==> config.mk <==
export PLATFORM = sky130hd
export DESIGN_NAME = bs_pipe
export DESIGN_NICKNAME = d
export VERILOG_FILES = /design/src/rtl/bs_pipe_pkg.sv /design/src/rtl/bs_stage.sv /design/src/rtl/bs_pipe.sv
export SDC_FILE = /design/constraint.sdc
export NUM_CORES = 1
export LEC_CHECK = 0
export BUFFER_PORTS_ARGS = -buffer_cell sky130_fd_sc_hd__clkbuf_2
export CELL_PAD_IN_SITES_DETAIL_PLACEMENT = 1
export CELL_PAD_IN_SITES_GLOBAL_PLACEMENT = 1
export CORE_MARGIN = 5
export CORE_UTILIZATION = 49
export DETAILED_ROUTE_END_ITERATION = 12
export PLACE_DENSITY = 0.87
export SYNTH_ARGS = -nofsm -noshare
export SYNTH_HDL_FRONTEND = slang
export SYNTH_SLANG_ARGS = --single-unit
==> constraint.sdc <==
create_clock -name CLK -period 3.8 [get_ports CLK]
set_input_delay 0.76 -clock CLK [delete_from_list [all_inputs] [get_ports CLK]]
set_output_delay 0.76 -clock CLK [all_outputs]
set_load 0.01 [all_outputs]
==> src/rtl/bs_pipe_pkg.sv <==
// Shared definitions for the pipelined barrel shifter: operation encodings
// and the reserved-mode decode used at the pipe entry.
package bs_pipe_pkg;

   typedef enum logic [2:0] {
      MODE_SLL = 3'b000,
      MODE_SRL = 3'b001,
      MODE_SRA = 3'b010,
      MODE_ROL = 3'b011,
      MODE_ROR = 3'b100
   } bs_mode_e;

   // Encodings above ROR are reserved and pass the operand through untouched.
   function automatic logic mode_is_reserved(input logic [2:0] mode);
      return (mode > MODE_ROR);
   endfunction

endpackage

==> src/rtl/bs_stage.sv <==
// One log stage of the barrel shifter: a conditional shift/rotate by DIST
// followed by the stage register and its load/hold control.
module bs_stage
   import bs_pipe_pkg::*;
#(
   parameter int WIDTH   = 32,
   parameter int SWIDTH  = 5,
   parameter int DIST    = 16,
   parameter int AMT_BIT = 4
) (
   input  logic              clk,
   input  logic              rst,
   input  logic              take,
   input  logic              prev_valid,
   input  logic [WIDTH-1:0]  prev_data,
   input  logic [SWIDTH-1:0] prev_amt,
   input  logic [2:0]        prev_mode,
   input  logic              prev_ill,
   input  logic              prev_sign,
   output logic              valid,
   output logic [WIDTH-1:0]  data,
   output logic [SWIDTH-1:0] amt,
   output logic [2:0]        mode,
   output logic              ill,
   output logic              sign
);

   logic              valid_reg;
   logic [WIDTH-1:0]  data_reg;
   logic [SWIDTH-1:0] amt_reg;
   logic [2:0]        mode_reg;
   logic              ill_reg;
   logic              sign_reg;
   logic [WIDTH-1:0]  shift_next;
   logic              load_en;

   always_comb begin
      shift_next = prev_data;
      if (prev_amt[AMT_BIT] && !prev_ill) begin
         case (prev_mode)
            MODE_SLL: shift_next = prev_data << DIST;
            MODE_SRL: shift_next = prev_data >> DIST;
            // Fill comes from the sign captured at accept, never from prev_data.
            MODE_SRA: shift_next = ({WIDTH{prev_sign}} << (WIDTH - DIST)) | (prev_data >> DIST);
            MODE_ROL: shift_next = (prev_data << DIST) | (prev_data >> (WIDTH - DIST));
            MODE_ROR: shift_next = (prev_data >> DIST) | (prev_data << (WIDTH - DIST));
            default:  shift_next = prev_data;
         endcase
      end
   end

   assign load_en = !valid_reg || take;

   // Payload only moves with a valid op, so an idle stage keeps its last contents.
   always_ff @(posedge clk) begin
      if (rst) begin
         valid_reg <= 1'b0;
         data_reg  <= '0;
         amt_reg   <= '0;
         mode_reg  <= '0;
         ill_reg   <= 1'b0;
         sign_reg  <= 1'b0;
      end else if (load_en) begin
         valid_reg <= prev_valid;
         if (prev_valid) begin
            data_reg <= shift_next;
            amt_reg  <= prev_amt;
            mode_reg <= prev_mode;
            ill_reg  <= prev_ill;
            sign_reg <= prev_sign;
         end
      end
   end

   assign valid = valid_reg;
   assign data  = data_reg;
   assign amt   = amt_reg;
   assign mode  = mode_reg;
   assign ill   = ill_reg;
   assign sign  = sign_reg;

endmodule

==> src/rtl/bs_pipe.sv <==
// Pipelined barrel shifter: SWIDTH registered log stages, largest distance
// first, with valid/ready flow control on both sides.
module bs_pipe
   import bs_pipe_pkg::*;
#(
   parameter  int WIDTH  = 32,
   localparam int SWIDTH = $clog2(WIDTH)
) (
   input  logic              CLK,
   input  logic              RST,
   input  logic              IN_VALID,
   output logic              IN_READY,
   input  logic [2:0]        MODE,
   input  logic [SWIDTH-1:0] BS_AMT,
   input  logic [WIDTH-1:0]  D_IN,
   output logic              OUT_VALID,
   input  logic              OUT_READY,
   output logic [WIDTH-1:0]  D_OUT,
   output logic              OUT_ILL
);

   // Index 0 is the input port side, index k is the output of stage k.
   logic [SWIDTH:0]   valid_c;
   logic [SWIDTH:0]   ill_c;
   logic [SWIDTH:0]   sign_c;
   logic [WIDTH-1:0]  data_c [0:SWIDTH];
   logic [SWIDTH-1:0] amt_c  [0:SWIDTH];
   logic [2:0]        mode_c [0:SWIDTH];
   logic [SWIDTH-1:0] take_c;
   logic              unused_tail;

   assign valid_c[0] = IN_VALID;
   assign data_c[0]  = D_IN;
   assign amt_c[0]   = BS_AMT;
   assign mode_c[0]  = MODE;
   assign ill_c[0]   = mode_is_reserved(MODE);
   assign sign_c[0]  = D_IN[WIDTH-1];

   genvar gi;
   generate
      for (gi = 0; gi < SWIDTH; gi++) begin : g_stage
         localparam int AMT_BIT = SWIDTH - 1 - gi;

         // A stage may hand its op on when any later stage has a hole or the
         // consumer is taking; written flat so the ready path has no chain.
         if (gi == SWIDTH - 1) begin : g_last
            assign take_c[gi] = OUT_READY;
         end else begin : g_mid
            assign take_c[gi] = OUT_READY || !(&valid_c[SWIDTH:gi+2]);
         end

         bs_stage #(
            .WIDTH   (WIDTH),
            .SWIDTH  (SWIDTH),
            .DIST    (1 << AMT_BIT),
            .AMT_BIT (AMT_BIT)
         ) u_stage (
            .clk        (CLK),
            .rst        (RST),
            .take       (take_c[gi]),
            .prev_valid (valid_c[gi]),
            .prev_data  (data_c[gi]),
            .prev_amt   (amt_c[gi]),
            .prev_mode  (mode_c[gi]),
            .prev_ill   (ill_c[gi]),
            .prev_sign  (sign_c[gi]),
            .valid      (valid_c[gi+1]),
            .data       (data_c[gi+1]),
            .amt        (amt_c[gi+1]),
            .mode       (mode_c[gi+1]),
            .ill        (ill_c[gi+1]),
            .sign       (sign_c[gi+1])
         );
      end
   endgenerate

   assign IN_READY  = !RST && (OUT_READY || !(&valid_c[SWIDTH:1]));
   assign OUT_VALID = valid_c[SWIDTH];
   assign D_OUT     = data_c[SWIDTH];
   assign OUT_ILL   = ill_c[SWIDTH];

   assign unused_tail = ^{amt_c[SWIDTH], mode_c[SWIDTH], sign_c[SWIDTH]};

endmodule
### Yosys cells after proc, flatten, opt, wreduce, memory -nomap -nowiden

Index checks and enable logic that the tools add are counted.

* equality and inequality tests: 20
* magnitude comparators: 1
* reductions and logical operators: 45
* muxes and demuxes: 10
* bitwise gates (word level): 14

Operators by type and width (count)
* 32-bit one-hot mux with 5 select lines: 4
* 32-bit two-way mux: 5
* 32-bit one-hot mux with 4 select lines: 1
* 32-bit by 16-bit OR with 32-bit output: 2
* 24-bit by 32-bit OR with 32-bit output: 1
* 28-bit by 32-bit OR with 32-bit output: 1
* 30-bit by 32-bit OR with 32-bit output: 1
* 31-bit by 32-bit OR with 32-bit output: 1
* 32-bit by 1-bit OR with 32-bit output: 1
* 32-bit by 2-bit OR with 32-bit output: 1
* 32-bit by 24-bit OR with 32-bit output: 1
* 32-bit by 28-bit OR with 32-bit output: 1
* 32-bit by 30-bit OR with 32-bit output: 1
* 32-bit by 31-bit OR with 32-bit output: 1
* 32-bit by 4-bit OR with 32-bit output: 1
* 32-bit by 8-bit OR with 32-bit output: 1
* 3-bit by 2-bit equality test with 1-bit output, second input constant: 10
* 3-bit by 1-bit equality test with 1-bit output, second input constant: 5
* 3-bit equality test, second input constant: 5
* 1-bit zero test: 15
* 3-bit zero test: 5
* 2-bit AND reduction: 6
* 1-bit logical OR: 9
* 1-bit logical AND: 6
* 5 further kinds: 5

* register bits after elaboration: 196
* logic and storage cells: 117

### Longest topological paths before layout

* depth in word-level cells: 5
* gate-level depth with buffers: 8
* mapped depth without buffers: 5

### Cells and area by module

A second synthesis with hierarchy kept.

* cell total of the unflattened synthesis: 1277
* area total of the unflattened synthesis: 10990.5 µm²

By module, submodules not included
* bs_stage (g_stage[1].u_stage): times used 1, area an instance 2511.2 µm², cells an instance 260
* bs_stage (g_stage[2].u_stage): times used 1, area an instance 2205.9 µm², cells an instance 256
* bs_stage (g_stage[3].u_stage): times used 1, area an instance 2154.6 µm², cells an instance 251
* bs_stage (g_stage[4].u_stage): times used 1, area an instance 2135.8 µm², cells an instance 280
* bs_stage (g_stage[0].u_stage): times used 1, area an instance 1935.6 µm², cells an instance 222
* bs_pipe: times used 1, area an instance 47.5 µm², cells an instance 8

### Worst setup path after synthesis

Ideal clock, no wire load.

* kind: input -> output
* start point: in RST
* end point: out IN_READY
* stages on the path: 4
* buffers on the path: 3
* data required time: 3.040 ns
* arrival: 1.676 ns
* setup slack: 1.364 ns
* cells stage by stage: clkbuf_1 > clkbuf_1 > clkbuf_1 > nor2_1

* cells in the longest elaborated chain, start to end: 2

Ends and longest elaborated chain
* start: declaration: line bs_pipe.sv:10 `input logic RST,`
* 1-bit zero test: line bs_pipe.sv:77 `assign IN_READY = !RST && (OUT_READY || !(&valid_c[SWIDTH:1]));`
* 1-bit logical AND: line bs_pipe.sv:77
* end: declaration: line bs_pipe.sv:12 `output logic IN_READY,`

Every way passes these cells.

### Worst setup path after layout

* start point: in OUT_READY
* end point: out IN_READY

* cells in the longest elaborated chain, start to end: 2

Ends and longest elaborated chain
* start: declaration: line bs_pipe.sv:17 `input logic OUT_READY,`
* 1-bit logical OR: line bs_pipe.sv:77
* 1-bit logical AND: line bs_pipe.sv:77

Every way passes these cells.

==> results.md <==
* Least-Margin Pin Slew at 1.199 ns
* Fmax at 395.1 MHz
* Asr flop ratio synth at 0
* Clock Path Buffers at 2
* Post-Syn Instances at 1282
* CTS Hold Bufs at 0
* Total number of yosys warnings at 0
* Full die area at 23940 um^2
* Mapped Avg Cell Area at 8.004 um^2
* Clock Skew at 0.01183 ns
* Via density at 6.507
* Initial antenna violation count at 0
* Total global routing overflow at 0
* DRT Pass-1 Iters at 5
* Metal3 WL at 1414 um
* I/O pins at 79
* Synth Net Count at 1326
* Vias in the first global route at 9958
* H-tree depth at 4
* Seq. cell area at 3924 um^2
* Num CTS Buffers at 17
* WS Path Type: input pin to output pin
* Post-DP HPWL at 21150 um
* Status: finished, final reports clean
* GP Congestion at 0.8731
* Max-Cap Viols at 0
* Total Wirelength at 31680 um
* Most common cell after layout, fill and taps aside: dfxtp_1
* Relative slew slack at 0.1985
* Worst vdd ir at 294.8 uV
* Final net count at 1294
* Max reg flops at 160
* CTS sink count at 196
* Critical R2R Launch: g_stage[1].u_stage.mode[1]$_SDFFE_PP0P_
* RSZ-0062 raised after global routing: false
* Multi-input logic area at 5543 um^2
* Final Cycle Share at 0.6661
* Max-slew violation count at 0
* Placed inst area at 10430 um^2
* Clk root buf: clkbuf_16
* WP data arrival at 1.77 ns
* Clock transition at the registers of the reported paths at 0.08 ns
* Top sig layer: met4
* DRT iter0 DRCs at 864
* Sequential share of the synthesized area at 0.3824
* CP max FO at 5
* Startpoint types: input pin
* Area Overhead vs Synth at 7.767%
* Layout cell share with drive strength beyond 1 at 0.1267
* Worst-skew pair later-pin latency at 0.44 ns
* Placed Cells at 1506
* Synth Cell Area at 10260 um^2
* Ys flop type: dfxtp_1
* Final setup violating endpoints at 0
* PwrDens at 411.2 nW/um^2
* Hold slack at 0.4556 ns
* Die W at 154.7 um
* Critical path endpoint category: output pin
* Non-filler cells, final at 1538
* DIE HEIGHT at 154.7 um
* CTS resizes at 0
* Largest net degree at the start of global routing at 107
* Hold Violations, Final at 0
* DRT antenna net count at 0
* Via count at 10010
* WL met2 at 15700 um
* Remaining DRCs at 0
* Met1 Wirelength at 13370 um
* FF+latch count, synth at 196
* Setup repair bufs after CTS at 0
* Tot GR Track Use at 0.2602
* Post-route minimum period at 2.531 ns
* HP Start: g_stage[0].u_stage.amt[1]$_SDFFE_PP0P_
* Finished Core Util at 0.5311
* Placeable Area at 20820 um^2
* Total Neg Setup Slack at 0 ns
* Min-Delay Path Class: register to register
* CTS tree: yes
* Number of distinct library cells after synthesis at 58
* First-pass GRT wire length at 52090 um
* N_diodes at 0
* Row count at 53
* Final Cell Area at 11060 um^2
* CP Data Required Time at 3.04 ns
* Drt wl/cell at 20.60 um
* Pleak at 3.916 nW
* Port bufs at 78
* Post-synth EDFFs at 0
* Fillcell total at 2551
* Highest-count cells in the layout ignoring fill and taps: 196 x dfxtp_1, 160 x nand2_1, 147 x o21ai_0
* Initial Util at 0.4928
* CP Launch Point: OUT_READY
-- per-stage QoR --
stage | power [mW] | setup WS [ns]
finish | 4.548 | 1.269
global route | 4.698 | 1.132
CTS | 4.557 | 1.243
detailed placement | 2.645 | 1.146
global placement | 2.627 | 1.289
floorplan | 2.508 | 1.364
-- cell usage after synthesis, types with 20 or more instances --
| cell type | count | area [um^2] |
|---|---|---|
| buf_2 | 34 | 170.2 |
| nand2_1 | 160 | 600.6 |
| o22ai_1 | 51 | 319.1 |
| nand3_1 | 31 | 155.2 |
| o21ai_0 | 148 | 740.7 |
| clkbuf_1 | 75 | 281.5 |
| a211o_1 | 40 | 350.3 |
| nand3b_1 | 64 | 480.5 |
| dfxtp_1 | 196 | 3924 |
| a21oi_1 | 97 | 485.5 |
| buf_4 | 33 | 247.7 |
| o21ai_1 | 20 | 100.1 |
| nor2_1 | 77 | 289.0 |
| mux2i_1 | 27 | 270.3 |
| a221oi_1 | 59 | 516.8 |
-- power by group --
group / switching [mW] / internal (mW)
clock network: 0.917 / 1.02
logic: 0.253 / 0.156
registers: 0.0969 / 2.11
total: 1.27 / 3.28
-- logic make-up after synthesis --
family | count (synthesis) | share of synthesized area
AO/OA/AOI/OAI | 520 | 0.3323
XOR/XNOR | 4 | 0.003415
multiplexers | 28 | 0.02744
adder cells (fa/ha/maj) | 2 | 0.001951
flip-flops | 196 | 0.3824
buffers and inverters | 163 | 0.08011
AND/OR/NAND/NOR | 369 | 0.1724
-- routing by layer --
layer,vias up,track usage
li1,4673,-
met1,4909,0.3235
met2,336,0.4540
met3,90,0.03470
met4,0,0.1072
met5,-,0
-- final timing paths --
check	endpoint	slack, ns	cells past startpoint
hold reg to reg	g_stage[1].u_stage.amt[1]$_SDFFE_PP0P_	0.46	2
hold / removal	g_stage[1].u_stage.amt[1]$_SDFFE_PP0P_	0.46	2
setup / recovery	IN_READY	1.27	5
setup reg to reg	g_stage[2].u_stage.data[4]$_SDFFE_PP0P_	1.28	5
-- final cells by class --
class                           count  area share
Tap cell                          275     0.03112
Clock inverter                     15     0.01867
Timing Repair Buffer              100     0.05160
Inverter                           12    0.004073
Clock buffer                       17     0.03847
Sequential cell                   196      0.3548
Multi-Input combinational cell    923      0.5012
-- worst max-delay path, stage by stage --
cell and delay [ns]:
clkbuf_2 0.09, nand2b_1 0.22, nor3_1 0.48, nor2_1 0.08
clkbuf_2 0.15
Power figures use the tool's default switching activity.
